<file path="src/rtl/rsa_modexp_core.sv">
// rsa_modexp_core
// Modular exponentiation engine: result = message^exponent mod n.
// Uses left-to-right square-and-multiply over every exponent bit (no
// leading-zero skip), so latency depends only on WIDTH and popcount(exponent).
// Each modular multiply is an interleaved shift-add that runs for exactly
// WIDTH cycles and scans the multiplier MSB first.

module rsa_modexp_core #(
    parameter int WIDTH = 128
) (
    input  logic             clk,
    input  logic             reset,
    input  logic             start,
    input  logic [WIDTH-1:0] message,
    input  logic [WIDTH-1:0] exponent,
    input  logic [WIDTH-1:0] n,
    output logic [WIDTH-1:0] result,
    output logic             done,
    output logic             busy,
    output logic             error
);

    localparam int IW = (WIDTH > 1) ? $clog2(WIDTH) : 1;
    localparam logic [IW-1:0]    TOP_IDX = IW'(WIDTH - 1);
    localparam logic [IW-1:0]    IDX_ZERO = {IW{1'b0}};
    localparam logic [IW-1:0]    IDX_ONE  = {{(IW-1){1'b0}}, 1'b1};
    localparam logic [WIDTH-1:0] ZERO = {WIDTH{1'b0}};
    localparam logic [WIDTH-1:0] ONE  = {{(WIDTH-1){1'b0}}, 1'b1};

    typedef enum logic [2:0] {
        S_IDLE = 3'd0,
        S_LOAD = 3'd1,
        S_SQR  = 3'd2,
        S_MUL  = 3'd3,
        S_NEXT = 3'd4,
        S_DONE = 3'd5
    } state_t;

    // One interleaved shift-add step of p*y mod m. The partial product p and
    // the addend x are both below m, so every intermediate fits in WIDTH+1
    // bits and a single conditional subtract restores p < m.
    function automatic logic [WIDTH-1:0] mod_step(
        input logic [WIDTH-1:0] p,
        input logic [WIDTH-1:0] x,
        input logic             ybit,
        input logic [WIDTH-1:0] m
    );
        logic [WIDTH:0] t;
        t = {p, 1'b0};
        if (t >= {1'b0, m}) begin
            t = t - {1'b0, m};
        end else begin
            t = t;
        end
        if (ybit) begin
            t = t + {1'b0, x};
            if (t >= {1'b0, m}) begin
                t = t - {1'b0, m};
            end else begin
                t = t;
            end
        end else begin
            t = t;
        end
        return t[WIDTH-1:0];
    endfunction

    state_t           state_r, state_s;
    logic [WIDTH-1:0] base_r, base_s;
    logic [WIDTH-1:0] exp_r, exp_s;
    logic [WIDTH-1:0] n_r, n_s;
    logic [WIDTH-1:0] acc_r, acc_s;
    logic [WIDTH-1:0] x_r, x_s;
    logic [WIDTH-1:0] y_r, y_s;
    logic [WIDTH-1:0] p_r, p_s;
    logic [IW-1:0]    idx_r, idx_s;
    logic [IW-1:0]    cnt_r, cnt_s;
    logic [WIDTH-1:0] result_r, result_s;
    logic             done_r, done_s;
    logic             busy_r, busy_s;
    logic             error_r, error_s;
    logic [WIDTH-1:0] step_s;
    logic [WIDTH-1:0] one_mod_s;

    assign result = result_r;
    assign done   = done_r;
    assign busy   = busy_r;
    assign error  = error_r;

    // State and datapath registers; reset aborts any operation in flight.
    always_ff @(posedge clk or posedge reset) begin
        if (reset) begin
            state_r  <= S_IDLE;
            base_r   <= ZERO;
            exp_r    <= ZERO;
            n_r      <= ZERO;
            acc_r    <= ZERO;
            x_r      <= ZERO;
            y_r      <= ZERO;
            p_r      <= ZERO;
            idx_r    <= IDX_ZERO;
            cnt_r    <= IDX_ZERO;
            result_r <= ZERO;
            done_r   <= 1'b0;
            busy_r   <= 1'b0;
            error_r  <= 1'b0;
        end else begin
            state_r  <= state_s;
            base_r   <= base_s;
            exp_r    <= exp_s;
            n_r      <= n_s;
            acc_r    <= acc_s;
            x_r      <= x_s;
            y_r      <= y_s;
            p_r      <= p_s;
            idx_r    <= idx_s;
            cnt_r    <= cnt_s;
            result_r <= result_s;
            done_r   <= done_s;
            busy_r   <= busy_s;
            error_r  <= error_s;
        end
    end

    // Next-state and datapath update for the square-and-multiply sequencer.
    always_comb begin
        state_s  = state_r;
        base_s   = base_r;
        exp_s    = exp_r;
        n_s      = n_r;
        acc_s    = acc_r;
        x_s      = x_r;
        y_s      = y_r;
        p_s      = p_r;
        idx_s    = idx_r;
        cnt_s    = cnt_r;
        result_s = result_r;
        done_s   = 1'b0;
        busy_s   = busy_r;
        error_s  = error_r;

        step_s    = mod_step(p_r, x_r, y_r[WIDTH-1], n_r);
        one_mod_s = (n_r == ONE) ? ZERO : ONE;

        case (state_r)
            S_IDLE: begin
                if (start) begin
                    base_s  = message;
                    exp_s   = exponent;
                    n_s     = n;
                    acc_s   = ONE;
                    idx_s   = TOP_IDX;
                    busy_s  = 1'b1;
                    error_s = 1'b0;
                    state_s = S_LOAD;
                end else begin
                    state_s = S_IDLE;
                end
            end

            S_LOAD: begin
                if ((n_r == ZERO) || (base_r >= n_r)) begin
                    error_s  = 1'b1;
                    result_s = ZERO;
                    done_s   = 1'b1;
                    state_s  = S_DONE;
                end else begin
                    // 1 mod n is 0 only for n == 1.
                    acc_s   = one_mod_s;
                    x_s     = one_mod_s;
                    y_s     = one_mod_s;
                    p_s     = ZERO;
                    cnt_s   = TOP_IDX;
                    state_s = S_SQR;
                end
            end

            S_SQR: begin
                p_s = step_s;
                y_s = y_r << 1;
                if (cnt_r == IDX_ZERO) begin
                    acc_s = step_s;
                    if (exp_r[idx_r]) begin
                        x_s     = step_s;
                        y_s     = base_r;
                        p_s     = ZERO;
                        cnt_s   = TOP_IDX;
                        state_s = S_MUL;
                    end else begin
                        state_s = S_NEXT;
                    end
                end else begin
                    cnt_s = cnt_r - IDX_ONE;
                end
            end

            S_MUL: begin
                p_s = step_s;
                y_s = y_r << 1;
                if (cnt_r == IDX_ZERO) begin
                    acc_s   = step_s;
                    state_s = S_NEXT;
                end else begin
                    cnt_s = cnt_r - IDX_ONE;
                end
            end

            S_NEXT: begin
                if (idx_r == IDX_ZERO) begin
                    result_s = acc_r;
                    done_s   = 1'b1;
                    state_s  = S_DONE;
                end else begin
                    idx_s   = idx_r - IDX_ONE;
                    x_s     = acc_r;
                    y_s     = acc_r;
                    p_s     = ZERO;
                    cnt_s   = TOP_IDX;
                    state_s = S_SQR;
                end
            end

            S_DONE: begin
                busy_s  = 1'b0;
                state_s = S_IDLE;
            end

            default: begin
                busy_s  = 1'b0;
                state_s = S_IDLE;
            end
        endcase
    end

endmodule

</file>
<file path="config.mk">
export PLATFORM = sky130hd
export DESIGN_NAME = rsa_modexp_core
export DESIGN_NICKNAME = d
export VERILOG_FILES = /design/src/rtl/rsa_modexp_core.sv
export SDC_FILE = /design/constraint.sdc
export NUM_CORES = 2
export LEC_CHECK = 0
export ABC_AREA = 1
export CAP_MARGIN = 5
export CORE_AREA = 2 2 505 507
export CTS_CLUSTER_SIZE = 30
export DETAILED_ROUTE_END_ITERATION = 8
export DIE_AREA = 0 0 507 509
export HOLD_SLACK_MARGIN = 0.03
export PLACE_DENSITY = 0.5
export SYNTH_ARGS = -nofsm -noshare
export SYNTH_HDL_FRONTEND = slang
export SYNTH_SLANG_ARGS = --single-unit
export TNS_END_PERCENT = 100
</file>
<file path="constraint.sdc">
create_clock -name clk -period 70.2 [get_ports clk]
set_input_delay 14.04 -clock clk [delete_from_list [all_inputs] [get_ports clk]]
set_output_delay 14.04 -clock clk [all_outputs]
set_load 0.005 [all_outputs]
</file>
Yosys cells after proc, flatten, opt, wreduce, memory -nomap -nowiden
Index checks and enable logic that the tools add are counted. Widths: inputs -> output; s select.

Register bits after elaboration: 1044. Logic and storage cells: 112.

$add $sub $neg: 5. Magnitude comparators: 4. Equal/unequal tests: 16. Mux-type cells: 49. Bitwise gates (word level): 1. Reductions and logical operators: 23.

Operators by type and width (count): $mux 128 (16); $pmux 128 s4 (2); $pmux 128 s3 (2); $ge 129x128->1 (2); $pmux 128 s2 (1); $add 129x128->129 (1); $mux 129 (1); $sub 129x128->129 (1); $eq 128x1->1 const B (1); $ge 128x128->1 (1); $logic_not 128->1 (1); $sub 128x128->128 (1); $mux 7 (7); $pmux 7 s4 (1); $ne 2x2->1 const B (9); $mux 3 (5); $pmux 3 s5 (1); $logic_not 7->1 (2); $pmux 7 s2 (1); $sub 7x1->7 const B (2); $reduce_and 3->1 (4); $reduce_and 5->1 (2); $lt 7x8->1 const B (1); $mux 1 (8); 17 further kinds (25).

Logic depth before layout (Yosys ltp)
Word-level depth: 9. Depth in mapped cells: 61. Gate-level depth less buffers: 56.

Worst setup path before layout
OpenSTA, ideal clock, no wires.

Path type: input to register. From: input port start. To: register idx_r[5]. Library setup time: 0.138 ns. Data arrival time: 15.453 ns. Required time: 70.062 ns. Path slack: 54.609 ns. Cell stages on the path: 9. Cell sequence: inv_1 > nor3_1 > inv_1 > o21ai_0 > nand4_1 > nor2_1 > inv_1 > o21ai_0 > nand3_1.

Cells in the longest elaborated chain, start to end: 2.

Ends and longest elaborated chain: from (decl) (RTL line 13) `input logic start,`; $ne 2x2->1 (no line); $reduce_and 3->1 (no line); to (signal assigned) (RTL line 116) `idx_r <= idx_s;`; to (decl) (RTL line 76) `logic [IW-1:0] idx_r, idx_s;`.

No other way between the ends. A chain may end at the register's enable or synchronous reset.

==> metrics.md <==
| Metric | Value |
|---|---|
| Final Hold Violating Endpoints | `0` |
| Vias per cell | `5.50` |
| Core Rows | `185` |
| Worst r2r src | `n_r[63]` |
| Post-layout util | `40.0%` |
| Post-synth top area cell | `dfrtp_1` |
| Critical Path Start | `reset` |
| Share of cells above drive strength 1 | `5.58%` |
| Reg clk slew, reported paths | `0.06 ns` |
| Postcts setup bufs | `0` |
| Worst slew margin | `1.38%` |
| Detailed Route Iter0 Violations | `11.2k` |
| Reg2reg end | `p_r[102]` |
| Area Growth Syn to Fin | `14.7%` |
| Sequential share of the synthesized area | `29.6%` |
| Fill count | `roughly 28k` |
| Routed WL per cell | `roughly 30 um` |
| Cell area after synthesis | `0.0881 mm^2` |
| Critical setup path kind | `in -> async` |
| Die H | `509 um` |
| Max Fclk | `53.6 MHz` |
| Layout Nets | `15.0k` |
| Status | `finished with violations` |
| Yosys warnings | `0` |
| Pin count of the biggest net entering global routing | `159` |
| Num ports | `518` |
| RD Place Congestion | `1.14` |
| Dominant cells by area after synthesis | `dfrtp_1 (30%), nand2_1 (17%), inv_1 (8.3%), ha_1 (7.3%), o21ai_0 (6.6%)` |
| Starting Density | `34.9%` |
| Drt drc | `0` |
| CP startpoint kind | `input pin` |
| Clk root buf | `clkbuf_16` |
| WHS Endpoint | `exp_r[81]` |
| H-tree depth | `3` |
| Overall Global Routing Usage | `39.9%` |
| Final instance area | `0.101 mm^2` |
| Post-synth EDFFs | `0` |
| Clock latency on the worst-skew pair | `0.87 ns` |
| RSZ-0062 raised after global routing | `no` |
| Core area | `0.253 mm^2` |
| CTS resizes | `0` |
| Slew Viols, Final | `0` |
| First-pass iteration count of the detailed router | `7` |
| Port bufs | `517` |
| Via count | `about 97k` |
| Synth unique cells | `58` |
| DP HPWL | `453 mm` |
| Crit path max fanout | `115` |
| Critical path endpoint category | `async pin` |
| Post-synth top area share | `29.6%` |
| Fin Clk Skew | `0.0824 ns` |
| Yosys reg bits | `about 1.0k` |
| HP Start | `exp_r[81]` |
| Number of global-route vias before repair | `91.0k` |
| First-pass GRT wire length | `between 700 and 800 mm` |
| Post-Syn Nets | `14.6k` |
| FF-to-FF setup slack | `55.21 ns` |
| Final setup violation count | `0` |
| Die footprint | `0.258 mm^2` |
| Post-route minimum period | `18.65 ns` |
| Total global routing overflow | `0` |
| Cts bufs inserted | `120` |
| Final ANT Viol Nets | `0` |
| Hold Path Class | `reg -> reg` |
| Failing checks | `capacitance limit` |
| Min-Delay Path Depth | `2` |
| Die W | `507 um` |
| Worst EP arrival | `19.51 ns` |
| CTS max path bufs | `3` |
| Max cap viols | `1` |
| Cells after synthesis | `13.7k` |
| CTS sink count | `1044` |
| Prevailing post-synth register cell | `dfrtp_1` |
| CTS tree | `built` |
| WP data required | `71.06 ns` |
| Period utilisation layout | `26.6%` |
| Final WL | `530 mm` |
| Seq. cell area | `0.0261 mm^2` |
| FF-to-FF path depth | `46` |
| Syn avg cell area | `approximately 6.4 um^2` |
| Initial antenna violation count | `33` |
| Worst-margin pin slew | `1.46 ns` |
| Post-route setup TNS | `0 ns` |
| Placed Area | `0.0967 mm^2` |
| Post-cts hold buffer count | `0` |
| Multi-input gate area | `0.0526 mm^2` |
| Post-synth ARST share | `100%` |
final cells by class:
class / instances / share of cell area [%]
diodes: 21 / 0.0520
clock buffers: 173 / 3.56
clock inverters: 49 / 0.737
inverters: 1981 / 7.39
multi-input cells: 10300 / 52.0
flip-flops and latches: 1044 / 25.8
well taps: 3366 / 4.17
repair buffers: 660 / 6.24
critical path: stages:
cell and delay (ns):
clkdlybuf4s50_1 0.49, inv_8 0.57, buf_4 0.66, buf_4 0.63
buf_4 0.75, buf_4 0.64, buf_4 0.65, buf_4 0.73
routing by layer:
metal	vias to the layer above	share of wire [%]	global-route usage, %
met5	-	0.0066	0
met4	6	6.3	20.9
met3	742	8.9	8.72
met2	4320	41	57.8
met1	46700	44	55.3
li1	44900	-	-
synth_stat cells, drive strengths merged, types with 3 or more instances:
cell type	number
buf	182
nand3b	24
a21o	28
nand2b	3
or2	66
o21a	18
o22ai	18
and2	4
and3	10
fa	3
nand2	3924
nor2	1544
nand4	113
xor2	187
o21bai	81
a21oi	1011
o2111ai	3
nor3	103
ha	514
o211ai	179
dfrtp	1044
nand3	1000
inv	1980
xnor2	114
nor4	64
a21boi	20
a211oi	5
o31ai	3
a31oi	21
o21ai	1211
o221ai	6
clkbuf	249
flip-flops by register name, indices dropped and copies added, names as in the netlist:
name,cells
done,1
n_r,128
state_r,3
p_r,128
y_r,128
base_r,128
acc_r,128
x_r,128
error,1
busy,1
exp_r,128
result,128
cnt_r,7
idx_r,7
cells in the final DEF (no fill, tap or decap), drive strengths merged, types with 4 or more instances in the layout:
cell type	count
a211oi	5
and3	10
a21o	28
and2	4
nand3	1000
buf	143
nor3	103
o21bai	81
xor2	187
nand2	3924
a31oi	21
nand3b	24
dfrtp	1044
bufinv	12
o21a	18
clkinv	29
clkbuf	173
o21ai	1211
ha	514
diode	21
clkinvlp	4
inv	1985
a21boi	20
o22ai	18
nor4	64
o221ai	6
a21oi	1011
nor2	1544
nand4	113
or2	66
o211ai	179
clkdlybuf4s50	517
xnor2	114
per-stage QoR:
| step | hold WS, ns | setup WS [ns] | instances |
|---|---|---|---|
| finish | 0.465 | 51.55 | 17600 |
| global route | 0.484 | 50.72 | 17600 |
| CTS | 0.470 | 51.31 | 17600 |
| detailed placement | 0.454 | 50.42 | 17300 |
| global placement | 0.450 | 50.38 | 17300 |
| floorplan | 0.434 | 26.78 | 13700 |
cells by family (layout without fill, tap and decap cells):
logic type      Yosys count  count (layout)  share of synthesized area (%)
fa+ha+maj               517             517                           7.36
buf+inv                2412            2863                           10.9
other cells               0              21                              0
flops                  1044            1044                           29.6
compound gates         2606            2606                           15.9
simple gates           6858            6858                           33.2
xor+xnor                301             301                           2.99
how the worst max path moves through the flow:
stage | cells after the start | slack [ns] | endpoint
global placement | 8 | 50.38 | acc_r[108]
finish | 8 | 51.55 | acc_r[108]
floorplan | 1 | 26.78 | acc_r[0]
CTS | 8 | 51.31 | acc_r[108]
global route | 8 | 50.72 | acc_r[108]
detailed placement | 8 | 50.42 | acc_r[108]
Power is left out: the tool's default activity adds up to more than one toggle a clock period on the data nets, which glitch-free logic cannot reach.
